File: config.mk
export PLATFORM = sky130hd
export DESIGN_NAME = rr_arbiter_weighted_flat
export DESIGN_NICKNAME = d
export VERILOG_FILES = /design/src/rtl/rr_arbiter_weighted_if.sv /design/src/rtl/rr_arbiter_weighted.sv /design/src/flat_wrapper.sv
export SDC_FILE = /design/constraint.sdc
export NUM_CORES = 1
export LEC_CHECK = 0
export CORE_MARGIN = 5
export CORE_UTILIZATION = 30
export DETAILED_ROUTE_END_ITERATION = 6
export GPL_ROUTABILITY_DRIVEN = 0
export PLACE_DENSITY_LB_ADDON = 0.3
export SYNTH_ARGS = -nofsm -noshare
export SYNTH_HDL_FRONTEND = slang
export SYNTH_SLANG_ARGS = --single-unit
File: constraint.sdc
create_clock -name clk -period 4 [get_ports clk]
set_input_delay 0.6 -clock clk [delete_from_list [all_inputs] [get_ports clk]]
set_output_delay 0.6 -clock clk [all_outputs]
set_load 0.02 [all_outputs]
File: src/rtl/rr_arbiter_weighted_if.sv
// Request/grant bundle between N request sources, the arbiter and the shared sink.
// Latency: none, wires only.
// Backpressure: the sink acknowledges one beat at a time through ack; there is no other stall path.
interface rr_arbiter_weighted_if #(
    parameter int N  = 4,
    parameter int WW = 4
);
    localparam int IDW = $clog2(N);

    logic [N-1:0]    req;
    logic [N-1:0]    last;
    logic [N*WW-1:0] weight;
    logic            ack;
    logic [N-1:0]    grant;
    logic            grant_valid;
    logic [IDW-1:0]  grant_id;

    // Request sources and sink side.
    modport master (
        output req, last, weight, ack,
        input  grant, grant_valid, grant_id
    );

    // Arbiter side.
    modport slave (
        input  req, last, weight, ack,
        output grant, grant_valid, grant_id
    );
endinterface

File: src/rtl/rr_arbiter_weighted.sv
// Weighted round-robin arbiter: holds a channel for up to weight[i] whole packets, then rotates.
// Latency: grant registered 1 cycle after req; at least one idle cycle between tenures.
// Backpressure: beats advance only on ack; a packet in progress locks the grant until ack&last.
module rr_arbiter_weighted #(
    parameter int N  = 4,
    parameter int WW = 4
) (
    input logic                  clk,
    input logic                  rst,
    rr_arbiter_weighted_if.slave bus
);
    localparam int IDW = $clog2(N);

    localparam logic [0:0] IDLE  = 1'b0;
    localparam logic [0:0] GRANT = 1'b1;

    logic [0:0]     state;
    logic [IDW-1:0] ptr;
    logic [WW-1:0]  credit;
    logic           in_pkt;
    logic [N-1:0]   grant_reg;
    logic [IDW-1:0] grant_id_reg;

    logic           found;
    logic [IDW-1:0] sel;
    logic [N-1:0]   sel_onehot;
    logic [WW-1:0]  sel_weight;
    logic [WW-1:0]  entry_credit;
    logic           cur_req;
    logic           cur_last;
    logic           pkt_end;
    logic           release_now;
    logic [IDW-1:0] next_ptr;

    // First requester in rotating order starting at ptr, plus its tenure length.
    always_comb begin
        found      = 1'b0;
        sel        = '0;
        sel_onehot = '0;
        for (int k = 0; k < N; k++) begin
            if (!found && bus.req[(int'(ptr) + k) % N]) begin
                found = 1'b1;
                sel   = IDW'((int'(ptr) + k) % N);
            end
        end
        sel_onehot[sel] = 1'b1;
        sel_weight      = bus.weight[int'(sel)*WW +: WW];
        // A zero weight would give an empty tenure; it is promoted to one packet.
        entry_credit    = (sel_weight == '0) ? WW'(1) : sel_weight;
    end

    // Tenure end detection for the channel currently holding the grant.
    always_comb begin
        cur_req     = bus.req[grant_id_reg];
        cur_last    = bus.last[grant_id_reg];
        pkt_end     = bus.ack & cur_last;
        // Either the final packet of the tenure completes, or the requester
        // walked away between packets with no beat being accepted.
        release_now = (pkt_end && (credit == WW'(1))) ||
                      (!cur_req && !in_pkt && !bus.ack);
        next_ptr    = (grant_id_reg == IDW'(N-1)) ? '0 : grant_id_reg + IDW'(1);
    end

    // Grant FSM: IDLE picks a winner, GRANT counts packets until release.
    always_ff @(posedge clk) begin
        if (rst) begin
            state        <= IDLE;
            grant_reg    <= '0;
            grant_id_reg <= '0;
            ptr          <= '0;
            credit       <= '0;
            in_pkt       <= 1'b0;
        end else begin
            case (state)
                IDLE: begin
                    if (found) begin
                        grant_reg    <= sel_onehot;
                        grant_id_reg <= sel;
                        credit       <= entry_credit;
                        in_pkt       <= 1'b0;
                        state        <= GRANT;
                    end
                end
                GRANT: begin
                    if (release_now) begin
                        grant_reg    <= '0;
                        grant_id_reg <= '0;
                        ptr          <= next_ptr;
                        credit       <= '0;
                        in_pkt       <= 1'b0;
                        state        <= IDLE;
                    end else if (bus.ack) begin
                        if (cur_last) begin
                            in_pkt <= 1'b0;
                            credit <= credit - WW'(1);
                        end else begin
                            in_pkt <= 1'b1;
                        end
                    end
                end
            endcase
        end
    end

    assign bus.grant       = grant_reg;
    assign bus.grant_valid = |grant_reg;
    assign bus.grant_id    = grant_id_reg;
endmodule
File: src/flat_wrapper.sv
// flat-port wrapper written by rule: the top's interface ports become plain ports
module rr_arbiter_weighted_flat 
#(
    parameter int N  = 4,
    parameter int WW = 4
)
  (clk, rst, bus_req, bus_last, bus_weight, bus_ack, bus_grant, bus_grant_valid, bus_grant_id);
  rr_arbiter_weighted_if #(.N(N), .WW(WW)) bus_i ();
  input logic clk;
  input logic rst;
  input wire logic [$bits(bus_i.req)-1:0] bus_req;
  input wire logic [$bits(bus_i.last)-1:0] bus_last;
  input wire logic [$bits(bus_i.weight)-1:0] bus_weight;
  input wire logic [$bits(bus_i.ack)-1:0] bus_ack;
  output wire logic [$bits(bus_i.grant)-1:0] bus_grant;
  output wire logic [$bits(bus_i.grant_valid)-1:0] bus_grant_valid;
  output wire logic [$bits(bus_i.grant_id)-1:0] bus_grant_id;
  assign bus_i.req = bus_req;
  assign bus_i.last = bus_last;
  assign bus_i.weight = bus_weight;
  assign bus_i.ack = bus_ack;
  assign bus_grant = bus_i.grant;
  assign bus_grant_valid = bus_i.grant_valid;
  assign bus_grant_id = bus_i.grant_id;
  rr_arbiter_weighted #(.N(N), .WW(WW)) u_core (.clk(clk), .rst(rst), .bus(bus_i));
endmodule
Word level (Yosys, flattened, before mapping)
Cells that the tools add are included.
{"block": "word_totals", "output_inout_bits": 7, "elab_cells": 99, "register_bits": 14, "inputBits": 27}
{"block": "classes", "eq_ne": 6, "muxes": 46, "reduce_logical": 23, "n_lt_le_gt_ge": 7, "add_sub_neg": 5, "n_shift": 1, "bitwise": 5}
{"op": "$mux W4", "count": 7}
{"op": "$mux W1", "count": 20}
{"op": "$pmux W4 S2", "count": 2}
{"op": "$shiftx A16 B5 Y4", "count": 1}
{"op": "$mux W2", "count": 7}
{"op": "$bmux W1 S2", "count": 6}
{"op": "$lt A3 B4 Y1 const B", "count": 3}
{"op": "$lt A2 B3 Y1 const B", "count": 3}
{"op": "$logic_and A1 B1 Y1", "count": 7}
{"op": "$logic_not A1 Y1", "count": 6}
{"op": "$ne A3 B3 Y1 const B", "count": 2}
{"op": "$reduce_and A2 Y1", "count": 3}
{"op": "$reduce_or A2 Y1", "count": 3}
{"op": "$add A2 B1 Y2 const B", "count": 2}
{"op": "$add A2 B2 Y2 const B", "count": 2}
{"op": "$eq A4 B1 Y1 const B", "count": 1}
{"op": "$logic_not A4 Y1", "count": 1}
{"op": "$pmux W1 S2", "count": 2}
{"op": "$pmux W2 S2", "count": 1}
{"op": "$reduce_or A4 Y1", "count": 1}
{"op": "$sub A4 B1 Y4 const B", "count": 1}
{"op": "$and A1 B1 Y1 const A", "count": 3}
{"op": "$reduce_and A3 Y1", "count": 1}
{"op": "$demux W1 S2", "count": 1}
{"op": "other kinds (7)", "count": 7}

Longest topological paths before layout
Gate-level depths: netlist of run 1.
{"block": "depth", "word_depth": 20, "ltp_mapped": 8, "depth_no_buf": 7}

Least setup slack after synthesis of run 1
Ideal clock, no wire load.
{"block": "synth_timing", "kind": "input to register", "from": "input port bus_req[1]", "to": "register u_core.credit[0]", "setup_time_ns": 0.113, "required_time_ns": 3.887, "cell_stages": 7, "path_buffers": 0, "arrival_time_ns": 1.916, "path_slack_ns": 1.970, "cell_sequence": "or3b_1 > o221ai_4 > mux2i_1 > mux2_2 > a31oi_1 > o221a_1 > nor3_1"}
{"block": "synth_between", "elab_chain_len": 17, "elab_cells_between_ends": 41, "classes_between": "3 x eq/ne; 1 x shift; 25 x mux; 12 x reduce/logical"}
{"element": "start, declared", "line_no": "flat_wrapper.sv:11", "source": "input wire logic [$bits(bus_i.req)-1:0] bus_req;"}
{"element": "$bmux W1 S2", "line_no": "rr_arbiter_weighted.sv:41", "source": "if (!found && bus.req[(int'(ptr) + k) % N]) begin"}
{"element": "$mux W1 (not written as such)", "line_no": "rr_arbiter_weighted.sv:41"}
{"element": "$mux W1", "line_no": "rr_arbiter_weighted.sv:41"}
{"element": "$logic_not A1 Y1", "line_no": "rr_arbiter_weighted.sv:41"}
{"element": "$logic_and A1 B1 Y1", "line_no": "rr_arbiter_weighted.sv:41"}
{"element": "$mux W1", "line_no": "rr_arbiter_weighted.sv:41"}
{"element": "$logic_not A1 Y1", "line_no": "rr_arbiter_weighted.sv:41"}
{"element": "$logic_and A1 B1 Y1", "line_no": "rr_arbiter_weighted.sv:41"}
{"element": "$mux W1", "line_no": "rr_arbiter_weighted.sv:41"}
{"element": "$logic_not A1 Y1", "line_no": "rr_arbiter_weighted.sv:41"}
{"element": "$logic_and A1 B1 Y1", "line_no": "rr_arbiter_weighted.sv:41"}
{"element": "$mux W2", "line_no": "rr_arbiter_weighted.sv:41"}
{"element": "$shiftx A16 B5 Y4", "line_no": "rr_arbiter_weighted.sv:47", "source": "sel_weight = bus.weight[int'(sel)*WW +: WW];"}
{"element": "$logic_not A4 Y1", "line_no": "rr_arbiter_weighted.sv:49", "source": "entry_credit = (sel_weight == '0) ? WW'(1) : sel_weight;"}
{"element": "$mux W4", "line_no": "rr_arbiter_weighted.sv:49"}
{"element": "$mux W4", "line_no": "rr_arbiter_weighted.sv:76", "source": "if (found) begin"}
{"element": "$pmux W4 S2", "line_no": "rr_arbiter_weighted.sv:74", "source": "case (state)"}
{"element": "end signal, assigned", "line_no": "rr_arbiter_weighted.sv:79", "source": "credit <= entry_credit;"}
{"element": "end signal, assigned", "line_no": "rr_arbiter_weighted.sv:95", "source": "credit <= credit - WW'(1);"}
{"element": "end, declared", "line_no": "rr_arbiter_weighted.sv:19", "source": "logic [WW-1:0] credit;"}
Several ways; a longest one is shown, not always the timed one. The select of a mux whose other input is x is not followed.
A chain may end at the register's enable or synchronous reset.

Worst setup path in the final report of run 1
{"block": "layout_timing", "from": "input port bus_req[0]", "to": "register u_core.credit[0]"}
The elaborated chain is that of the path after synthesis.

==> impl_results.md, run 1 <==
* Status: finished clean
* Total Routing Usage GR at 0.1230
* Post-synth top area cell: dfxtp_1
* Rows at 20
* Hold_sp: u_core.credit[1]
* Maximum vdd drop at 0.1339 mV
* P_sw at 131.6 µW
* Layout Nets at 174
* Hold EP: u_core.credit[1]
* Post-Synthesis Cells at 109
* Tightest Pin Transition at 0.5260 ns
* Final WL at 2460 µm
* CP startpoint kind: primary input
* Synth warnings at 0
* Reg2reg setup slack at 1.92 ns
* Post-CTS sizing at 0
* Fmax at 401.4 MHz
* Worst Path Arrival at 2.64 ns
* Final hold slack at 0.5191 ns
* Placeable Area at 3028 µm²
* Design Power at 419.4 µW
* Reg2reg start: u_core.ptr[1]
* RSZ-0062 raised after global routing: false
* Final Hold Fails at 0
* Initial cell density of the core at 0.3116
* Total number of vias at 931
* Seq cells post-synth at 14
* Cell area after layout at 1349 µm²
* Total grt overflow at 0
* Multiplexer area fraction after synthesis at 0.1989
* # setup viols final at 0
* Worst setup path startpoint: bus_req[0]
* Die W at 66.08 µm
* CTS Sinks at 14
* Synthesized area at 943.4 µm²
* # port buffers at 33
* Largest net degree at the start of global routing at 15
* Buf/Inv on CP at 1
* Clk buf depth at 2
* Clock share of power at 0.238
* Post-Place Cell Area at 1313 µm²
* Compound-cell area share of the yosys netlist at 0.2520
* CTS tree: done
* Dpl hpwl at 1917 µm
* Xor/xnor share of the synthesized area at 0
* DRT antenna net count at 0
* CTS Root Cell: clkbuf_4
* Number of hold buffers added after cts at 0
* Reg power frac at 0.404
* Crit path time final at 2.491 ns
* Share of layout cells above drive strength 1 at 0.07692
* Pre-CTS WS at 1.207 ns
* Avg Cell Area, Syn at 8.655 µm²
* Max-cap violations at 0
* Syn nets at 139
* Combinational power share at 0.358
* Main combinational cell family by area after synthesis: compound AO/OA/AOI/OAI gates
* WHS Path Cells at 2
* Critical Path Fanout Max at 8
* Kind of critical path: primary input to register
* Worst Skew at 0.005942 ns
* Total negative slack at 0 ns
* Required time worst endpoint at 4.15 ns
* Diode count at 0
* Top delay family on crit path: compound AO/OA/AOI/OAI gates
* Vias in the first global route at 910
* Seq/Total Area, Yosys at 0.2971
* Synth Area in Simple Gates at 0.1711
* Per-cell routed wire length at 13.16 µm
* H-tree Lvls at 1
* Post-Synth Adder-Cell Area at 0.03979
* Worst-case reg-to-reg path depth at 7
* CP Capture Type: register
* Period utilisation layout at 0.6228
* Vert. Die Dim at 66.08 µm
* Antenna violations before repair at 0
* Drt via density at 4.979
* Skew-Pair Late Insertion Delay at 0.28 ns
* Total clock buffers created by CTS at 3
* DR iter-0 viols at 39
* Clock-pin transition on the worst setup and hold timing paths at 0.09 ns
* I/O pins at 34
* Cell variety after synth at 34
* Sw Ratio at 0.3137
* Die Area at 4366 µm²
* Synth top area share at 0.2971
* Max incr delay on CP at 0.52 ns
* Drt pass-1 iters at 4
* DRC viols at 0
* Area delta synth->final at 42.97%
* Largest cells by area after synthesis: dfxtp_1, mux2i_1, a21oi_1, nor2_1, ha_1
* Class of the worst hold path: register to register
* Leak at 0.0005338 µW
* PwrDens at 310.9 nW/µm²
* Max-slew violation count at 0
* Rel. slew slack at 0.6482
* FF-to-FF End: u_core.credit[0]
* CP max-delay cell: clkdlybuf4s50_1
* Int Pwr at 287.8 µW
* Post-CTS Setup Inserts at 0
* CP Cell Sequence: clkdlybuf4s50_1 > a21oi_1 > o21ai_1 > o2bb2a_1 > mux2_2 > a31oi_1 > o221a_1 > nor3_1
* First-pass GRT wire length at 4202 µm
* Final worst slack at 1.509 ns
## through the flow
step	instances	utilization
2_1_floorplan	109	-
3_3_place_gp	183	0.4335
3_5_place_dp	183	0.4335
4_1_cts	187	0.4455
5_1_grt	187	0.4455
6_report	187	0.4455
## metal layers
layer | global-route usage | vias up | wire [µm]
li1 | - | 474 | -
met1 | 0.1516 | 422 | 1107
met2 | 0.1952 | 31 | 1046
met3 | 0.04932 | 4 | 274
met4 | 0.03807 | 0 | 33
met5 | 0 | - | 0
## worst reg2reg max path, delay by kind of cell, from the launching register on
| family | cells | cell delay [ns] |
|---|---|---|
| AND/OR/NAND/NOR | 1 | 0.05 |
| AO/OA/AOI/OAI | 3 | 0.62 |
| flip-flops | 1 | 0.46 |
| multiplexers | 3 | 0.83 |
## how the worst max path moves through the flow
stage,to,slack (ns),cells past startpoint
floorplan,u_core.credit[0],1.97,7
global placement,u_core.credit[0],1.31,8
detailed placement,u_core.credit[0],1.21,8
CTS,u_core.credit[0],1.48,8
global route,u_core.credit[0],1.37,8
finish,u_core.credit[0],1.51,8
## final cells by class
class	count	area, µm²
multi-input combinational	86	624.3
clock buffer	4	36.28
inverter	6	22.52
timing repair buffer	33	330.3
tap	44	55.05
fill	324	1679
sequential	14	280.3
## power by group through the flow
stage          registers (µW)  logic [µW]  clock network, µW
2_1_floorplan             171        93.4                  0
6_report                  169         150               99.8
3_3_place_gp              172         148                  0
3_5_place_dp              172         150                  0
5_1_grt                   173         167                110
4_1_cts                   169         152                103
## cells in the mapped netlist, drive strengths merged
library cell and number:
dfxtp 14, nor2 13, mux2i 12, a21oi 11
nand2 9, o21ai 7, inv 6, mux2 4
nor3 4, clkbuf 3, ha 3, a211oi 2
a22oi 2, a31oi 2, o221a 2, or4 2
a21boi 1, a32oi 1, mux4 1, nand2b 1
nand3 1, nand4 1, nor2b 1, o221ai 1
o22ai 1, o2bb2a 1, o32ai 1, or3 1
or3b 1
## cell families after synthesis
kind of cell	count (synthesis)
simple gates	34
compound gates	32
mux	17
flops	14
buf+inv	9
fa+ha+maj	3
## placed cells by master, fill, tap and decap left out
cell / n
or3b_1: 1
a21boi_1: 1
nand2b_1: 1
o32ai_1: 1
inv_1: 6
nand3_2: 1
clkdlybuf4s50_1: 33
a22oi_1: 2
mux2_2: 3
a21oi_1: 11
mux2_1: 1
or3_1: 1
nor2b_1: 1
o21ai_0: 2
nand4_1: 1
clkbuf_8: 1
nor2_1: 13
nor3_1: 4
mux4_2: 1
or4_1: 2
a31oi_1: 1
a211oi_1: 2
o221ai_4: 1
o21ai_1: 5
nand2_1: 9
o2bb2a_1: 1
ha_1: 3
clkbuf_4: 3
o22ai_1: 1
dfxtp_1: 14
a32oi_1: 1
a31oi_4: 1
mux2i_1: 12
o221a_1: 2
No activity file was read; power rests on OpenSTA's default activity.
==> inputs of run 2 (changes only) <==
Clock period 4 ns to 2.3 ns, I/O delays scaled along.
==> run 2 against run 1 <==
Net effect: sequential share of layout area shrank 1.1 points; global-route usage is 0.36 points higher; non-clock buffer count increased by 12; critical path type unchanged; routed wire length up 6.3%; sequential cell count unchanged; combinational power increased by 93%; critical path depth up 1; hold slack better by 0.0035 ns; utilization is 2.6 points higher; via count grew 3.5%.
==> impl_results.md, run 2 (synthesized netlist as in run 1, its figures left out) <==
* First-pass GRT wire length at 4374 µm (was 4202 µm)
* Top delay family on crit path: buffers and inverters (was compound AO/OA/AOI/OAI gates)
* Kind of critical path: primary input to register (unchanged)
* Worst Path Arrival at 2.32 ns (was 2.64 ns)
* Final WL at 2616 µm (was 2460 µm)
* CP Capture Type: register (unchanged)
* CP Cell Sequence: clkdlybuf4s50_1 > or3b_4 > o221ai_4 > buf_4 > mux2i_1 > mux2_2 > a31oi_1 > o221a_1 > nor3_1 (was clkdlybuf4s50_1 > a21oi_1 > o21ai_1 > o2bb2a_1 > mux2_2 > a31oi_1 > o221a_1 > nor3_1)
* CP startpoint kind: primary input (unchanged)
* PwrDens at 501.3 nW/µm² (was 310.9 nW/µm²)
* Final worst slack at 0.1132 ns (was 1.509 ns)
* Pre-CTS WS at -0.1569 ns (was 1.207 ns)
* Largest net degree at the start of global routing at 15 (unchanged)
* Worst Skew at 0.007585 ns (was 0.005942 ns)
* Clk buf depth at 2 (unchanged)
* Diode count at 0 (unchanged)
* Die W at 66.08 µm (unchanged)
* Reg2reg setup slack at 0.14 ns (was 1.92 ns)
* Most common cell after layout, fill and taps aside: clkdlybuf4s50_1 (unchanged)
* Antenna violations before repair at 0 (unchanged)
* Drt pass-1 iters at 4 (unchanged)
* # setup viols final at 0 (unchanged)
* Post-Layout Cell Count at 198 (was 187)
* DR iter-0 viols at 15 (was 39)
* Die Area at 4366 µm² (unchanged)
* Rel. slew slack at 0.6488 (was 0.6482)
* CTS Root Cell: clkbuf_4 (unchanged)
* Fmax at 457.3 MHz
* Number of hold buffers added after cts at 0 (unchanged)
* Total number of vias at 964 (was 931)
* I/O pins at 34 (unchanged)
* DRC viols at 0 (unchanged)
* Buf/Inv on CP at 2 (was 1)
* Initial cell density of the core at 0.3116 (unchanged)
* Critical Path Fanout Max at 5 (was 8)
* DRT antenna net count at 0 (unchanged)
* CTS Sinks at 14 (unchanged)
* # port buffers at 33 (unchanged)
* Required time worst endpoint at 2.43 ns (was 4.15 ns)
* Cell area after layout at 1429 µm² (was 1349 µm²)
* Drt via density at 4.869 (was 4.979)
* CTS tree: done (unchanged)
* Share of layout cells above drive strength 1 at 0.1558 (was 0.07692)
* Layout Nets at 186 (was 174)
* Skew-Pair Late Insertion Delay at 0.27 ns (was 0.28 ns)
* Tightest Pin Transition at 0.5251 ns (was 0.5260 ns)
* Design Power at 716.3 µW (was 419.4 µW)
* Period utilisation layout at 0.9508
* Max incr delay on CP at 0.53 ns (was 0.52 ns)
* Per-cell routed wire length at 13.21 µm (was 13.16 µm)
* Status: finished clean (unchanged)
* Leak at 0.0005837 µW (was 0.0005338 µW)
* Total clock buffers created by CTS at 3 (unchanged)
* Maximum vdd drop at 0.2808 mV (was 0.1339 mV)
* Vert. Die Dim at 66.08 µm (unchanged)
* Post-Place Cell Area at 1380 µm² (was 1313 µm²)
* Max-cap violations at 0 (unchanged)
* Total Routing Usage GR at 0.1266 (was 0.1230)
* Max-slew violation count at 0 (unchanged)
* Inst Count DP at 192 (was 183)
* Final Hold Fails at 0 (unchanged)
* Total grt overflow at 0 (unchanged)
* Dpl hpwl at 2101 µm (was 1917 µm)
* Area delta synth->final at 51.46% (was 42.97%)
* Commonest non-fill, non-tap cells in the layout: clkdlybuf4s50_1, nor2_1, dfxtp_1, mux2i_1, buf_4 (was clkdlybuf4s50_1, dfxtp_1, nor2_1, mux2i_1, a21oi_1)
* Crit path time final at 2.187 ns
* Rows at 20 (unchanged)
* Class of the worst hold path: register to register (unchanged)
* Vias in the first global route at 967 (was 910)
* Clock-pin transition on the worst setup and hold timing paths at 0.08 ns (was 0.09 ns)
* CP max-delay cell: clkdlybuf4s50_1 (unchanged)
* H-tree Lvls at 1 (unchanged)
* Placeable Area at 3028 µm² (unchanged)
## run 2: final cells by class
cell class                      instances  area (µm²)
Inverter                                6       22.52
Clock buffer                            3       22.52
Sequential cell                        14       281.5
Timing Repair Buffer                   45       420.4
Multi-Input combinational cell         86       626.9
Tap cell                               44       55.05
Fill cell                             286        1599
## run 2: through the flow
step	util	hold WS, ns	setup TNS, ns
final	0.4719	0.5226	0
after global routing	0.4719	0.5657	-0.006285
after CTS	0.4632	0.5263	0
after detailed placement	0.4558	0.4995	-0.4392
after global placement	0.4558	0.4966	-0.1208
after floorplan	-	0.4141	0
## run 2: final timing paths
check	cells past startpoint	end	startpoint
worst max-delay path	9	u_core.credit[0]	bus_req[2]
worst min register to register	2	u_core.bus.grant[2]	u_core.bus.grant[2]
worst min-delay path	2	u_core.bus.grant[2]	u_core.bus.grant[2]
worst max register to register	8	u_core.credit[0]	u_core.ptr[1]
## run 2: where the power goes
group / switching [µW] / internal (µW)
clock: 71.1 / 60.4
sequential: 29.1 / 266
combinational: 128 / 161
## run 2: repair_timing
action                     4_1_cts  5_1_grt
setup endpoints to repair        0        2
setup buffers                    0        3
resized for setup                0        2
## run 2: worst reg2reg max path: stages (launching register included)
cell and delay (ns):
dfxtp_1 0.47, mux2i_1 0.40, o221ai_4 0.17, buf_4 0.18, mux2i_1 0.11, mux2_2 0.28, a31oi_1 0.17, o221a_1 0.20
nor3_1 0.05
## run 2: layer usage
metal	wire length, µm	GRT usage	part of all wire	vias up
li1	-	-	-	494
met1	1159	0.1489	0.44	438
met2	1226	0.2290	0.47	30
met3	214	0.03061	0.082	2
met4	15	0.03046	0.0057	0
met5	0	0	0	-
==> inputs of run 3 (changes only) <==
Settings changed: CORE_ASPECT_RATIO set to 1.75.
==> run 3 against run 2 <==
Net effect: sequential power hardly changed; register-to-register slack gained 0.08 ns; first-iteration DRC count down 6.7%; sequential share of layout area fell by 0.22 points; via count is 0.31% higher; maximum frequency grew 0.43%; highest routed layer unchanged; final cell count down 1.5%; count of clock-buffer cells in the layout is 1 higher; clock skew fell by 0.0047 ns; clock power is 86% higher; hold slack worse by 0.0062 ns.
==> impl_results.md, run 3 (synthesized netlist as in run 1, its figures left out) <==
* Status: finished clean (unchanged)
* Final worst slack at 0.1226 ns (was 0.1132 ns)
* WHS Path Cells at 2 (unchanged)
* Total negative slack at 0 ns (unchanged)
* P_sw at 249.1 µW (was 228.4 µW)
* Clock share of power at 0.299 (was 0.184)
* Die W at 52.39 µm (was 66.08 µm)
* Rel. slew slack at 0.6458 (was 0.6488)
* CP Capture Type: register (unchanged)
* Antenna violations before repair at 0 (unchanged)
* DR iter-0 viols at 14 (was 15)
* Share of layout cells above drive strength 1 at 0.1447 (was 0.1558)
* Commonest non-fill, non-tap cells in the layout: clkdlybuf4s50_1, dfxtp_1, nor2_1, mux2i_1, a21oi_1 (was clkdlybuf4s50_1, nor2_1, dfxtp_1, mux2i_1, buf_4)
* Vias in the first global route at 1010 (was 967)
* CTS Sinks at 14 (unchanged)
* Placeable Area at 3108 µm² (was 3028 µm²)
* PwrDens at 572.2 nW/µm² (was 501.3 nW/µm²)
* Clk buf depth at 2 (unchanged)
* Worst Path Arrival at 2.30 ns (was 2.32 ns)
* Int Pwr at 574.3 µW (was 487.9 µW)
* I/O pins at 34 (unchanged)
* DRT antenna net count at 0 (unchanged)
* Cell area after layout at 1439 µm² (was 1429 µm²)
* Worst Skew at 0.002871 ns (was 0.007585 ns)
* CTS Root Cell: clkbuf_8 (was clkbuf_4)
* # setup viols final at 0 (unchanged)
* RSZ-0062 raised after global routing: false
* Final WL at 2574 µm (was 2616 µm)
* Class of the worst hold path: register to register (unchanged)
* Critical Path Fanout Max at 7 (was 5)
* Crit path time final at 2.177 ns (was 2.187 ns)
* Drt pass-1 iters at 4 (unchanged)
* Required time worst endpoint at 2.42 ns (was 2.43 ns)
* Reg2reg setup slack at 0.22 ns (was 0.14 ns)
* Max-cap violations at 0 (unchanged)
* Layout Nets at 183 (was 186)
* Area delta synth->final at 52.52% (was 51.46%)
* Vert. Die Dim at 84.19 µm (was 66.08 µm)
* DRC viols at 0 (unchanged)
* Diode count at 0 (unchanged)
* Fillers at 313 (was 286)
* Clock-pin transition on the worst setup and hold timing paths at 0.06 ns (was 0.08 ns)
* Worst-case reg-to-reg path depth at 7 (was 8)
* Hold EP: u_core.bus.grant[2] (unchanged)
* Pre-CTS WS at -0.1771 ns (was -0.1569 ns)
* Post-Place Cell Area at 1364 µm² (was 1380 µm²)
* Reg power frac at 0.359 (was 0.412)
* Number of hold buffers added after cts at 0 (unchanged)
* Total number of vias at 967 (was 964)
* Largest net degree at the start of global routing at 15 (unchanged)
* Total grt overflow at 0 (unchanged)
* Leak at 0.0005827 µW (was 0.0005837 µW)
* Initial cell density of the core at 0.3035 (was 0.3116)
* CP startpoint kind: primary input (unchanged)
* Rows at 27 (was 20)
* Total clock buffers created by CTS at 3 (unchanged)
* Fmax at 459.3 MHz (was 457.3 MHz)
* First-pass GRT wire length at 4236 µm (was 4374 µm)
* Die Area at 4410 µm² (was 4366 µm²)
* Tightest Pin Transition at 0.5297 ns (was 0.5251 ns)
* Most common cell after layout, fill and taps aside: clkdlybuf4s50_1 (unchanged)
* Skew-Pair Late Insertion Delay at 0.25 ns (was 0.27 ns)
* Reg2reg start: u_core.bus.grant_id[0] (was u_core.ptr[1])
* Hold_sp: u_core.bus.grant[2] (unchanged)
* Sw Ratio at 0.3025 (was 0.3189)
* Total Routing Usage GR at 0.1253 (was 0.1266)
* CTS tree: done (unchanged)
* H-tree Lvls at 1 (unchanged)
* Combinational power share at 0.342 (was 0.404)
* FF-to-FF End: u_core.bus.grant[3] (was u_core.credit[0])
* Final Hold Fails at 0 (unchanged)
* # port buffers at 33 (unchanged)
* Per-cell routed wire length at 13.20 µm (was 13.21 µm)
* Period utilisation layout at 0.9467 (was 0.9508)
* Drt via density at 4.959 (was 4.869)
* Maximum vdd drop at 0.3695 mV (was 0.2808 mV)
* Kind of critical path: primary input to register (unchanged)
* Dpl hpwl at 2093 µm (was 2101 µm)
* Max-slew violation count at 0 (unchanged)
## run 3: cell count changes in the layout (fill, tap and decap cells not counted), sizes merged
cell    before  now
buf         12    9
clkbuf       3    4
## run 3: power by group through the flow
stage | Clock, µW | Sequential, µW | Combinational (µW)
5_1_grt | 260 | 301 | 310
3_5_place_dp | 0 | 300 | 276
4_1_cts | 254 | 295 | 277
6_report | 246 | 296 | 281
3_3_place_gp | 0 | 299 | 271
2_1_floorplan | 0 | 298 | 163
## run 3: per-layer routing
metal	vias to the layer above	share of wire	global-route usage
met2	18	0.56	0.2251
li1	493	-	-
met5	-	0	0
met3	5	0.043	0.02487
met1	451	0.38	0.1285
met4	0	0.021	0.06744
## run 3: layout make-up
class                      count  area (µm²)  share of cell area
multi-input combinational     86       629.4              0.4374
timing repair buffer          42       397.9              0.2765
sequential                    14       280.3              0.1948
clock buffer                   4       55.05             0.03826
tap                           43       53.80             0.03739
inverter                       6       22.52             0.01565
## run 3: worst max-delay path by stage
stage                                      start             endpoint  slack [ns]  depth (start not counted)
final                                 bus_req[3]  u_core.bus.grant[3]        0.12                          8
after global routing                  bus_req[3]  u_core.bus.grant[3]        0.02                          8
after CTS                             bus_req[1]     u_core.credit[0]        0.08                          9
after detailed placement              bus_req[1]     u_core.credit[0]       -0.18                          9
after global placement                bus_req[1]     u_core.credit[0]       -0.12                          9
after floorplan           u_core.bus.grant_id[0]     u_core.credit[3]        0.34                          7
## run 3: metrics by stage
| step | total power, µW | instances | hold WS [ns] | utilization |
|---|---|---|---|---|
| 2_1_floorplan | 460.4 | 109 | 0.4141 | - |
| 3_3_place_gp | 570.2 | 189 | 0.4949 | 0.4388 |
| 3_5_place_dp | 576.0 | 189 | 0.5100 | 0.4388 |
| 4_1_cts | 826.4 | 193 | 0.5231 | 0.4565 |
| 5_1_grt | 870.8 | 195 | 0.5547 | 0.4630 |
| 6_report | 823.3 | 195 | 0.5164 | 0.4630 |
## run 3: timing repair
| item | in CTS | in global routing |
|---|---|---|
| resized for setup | 0 | 2 |
| setup endpoints to repair | 0 | 4 |
| buffers inserted | 0 | 2 |
## run 3: critical path, cell delays in order
cell and delay, ns:
clkdlybuf4s50_1 0.50, mux2_1 0.34, a211oi_1 0.31, o21ai_2 0.15
nand3_2 0.16, o21ai_1 0.19, a32oi_1 0.23, nor2_1 0.06
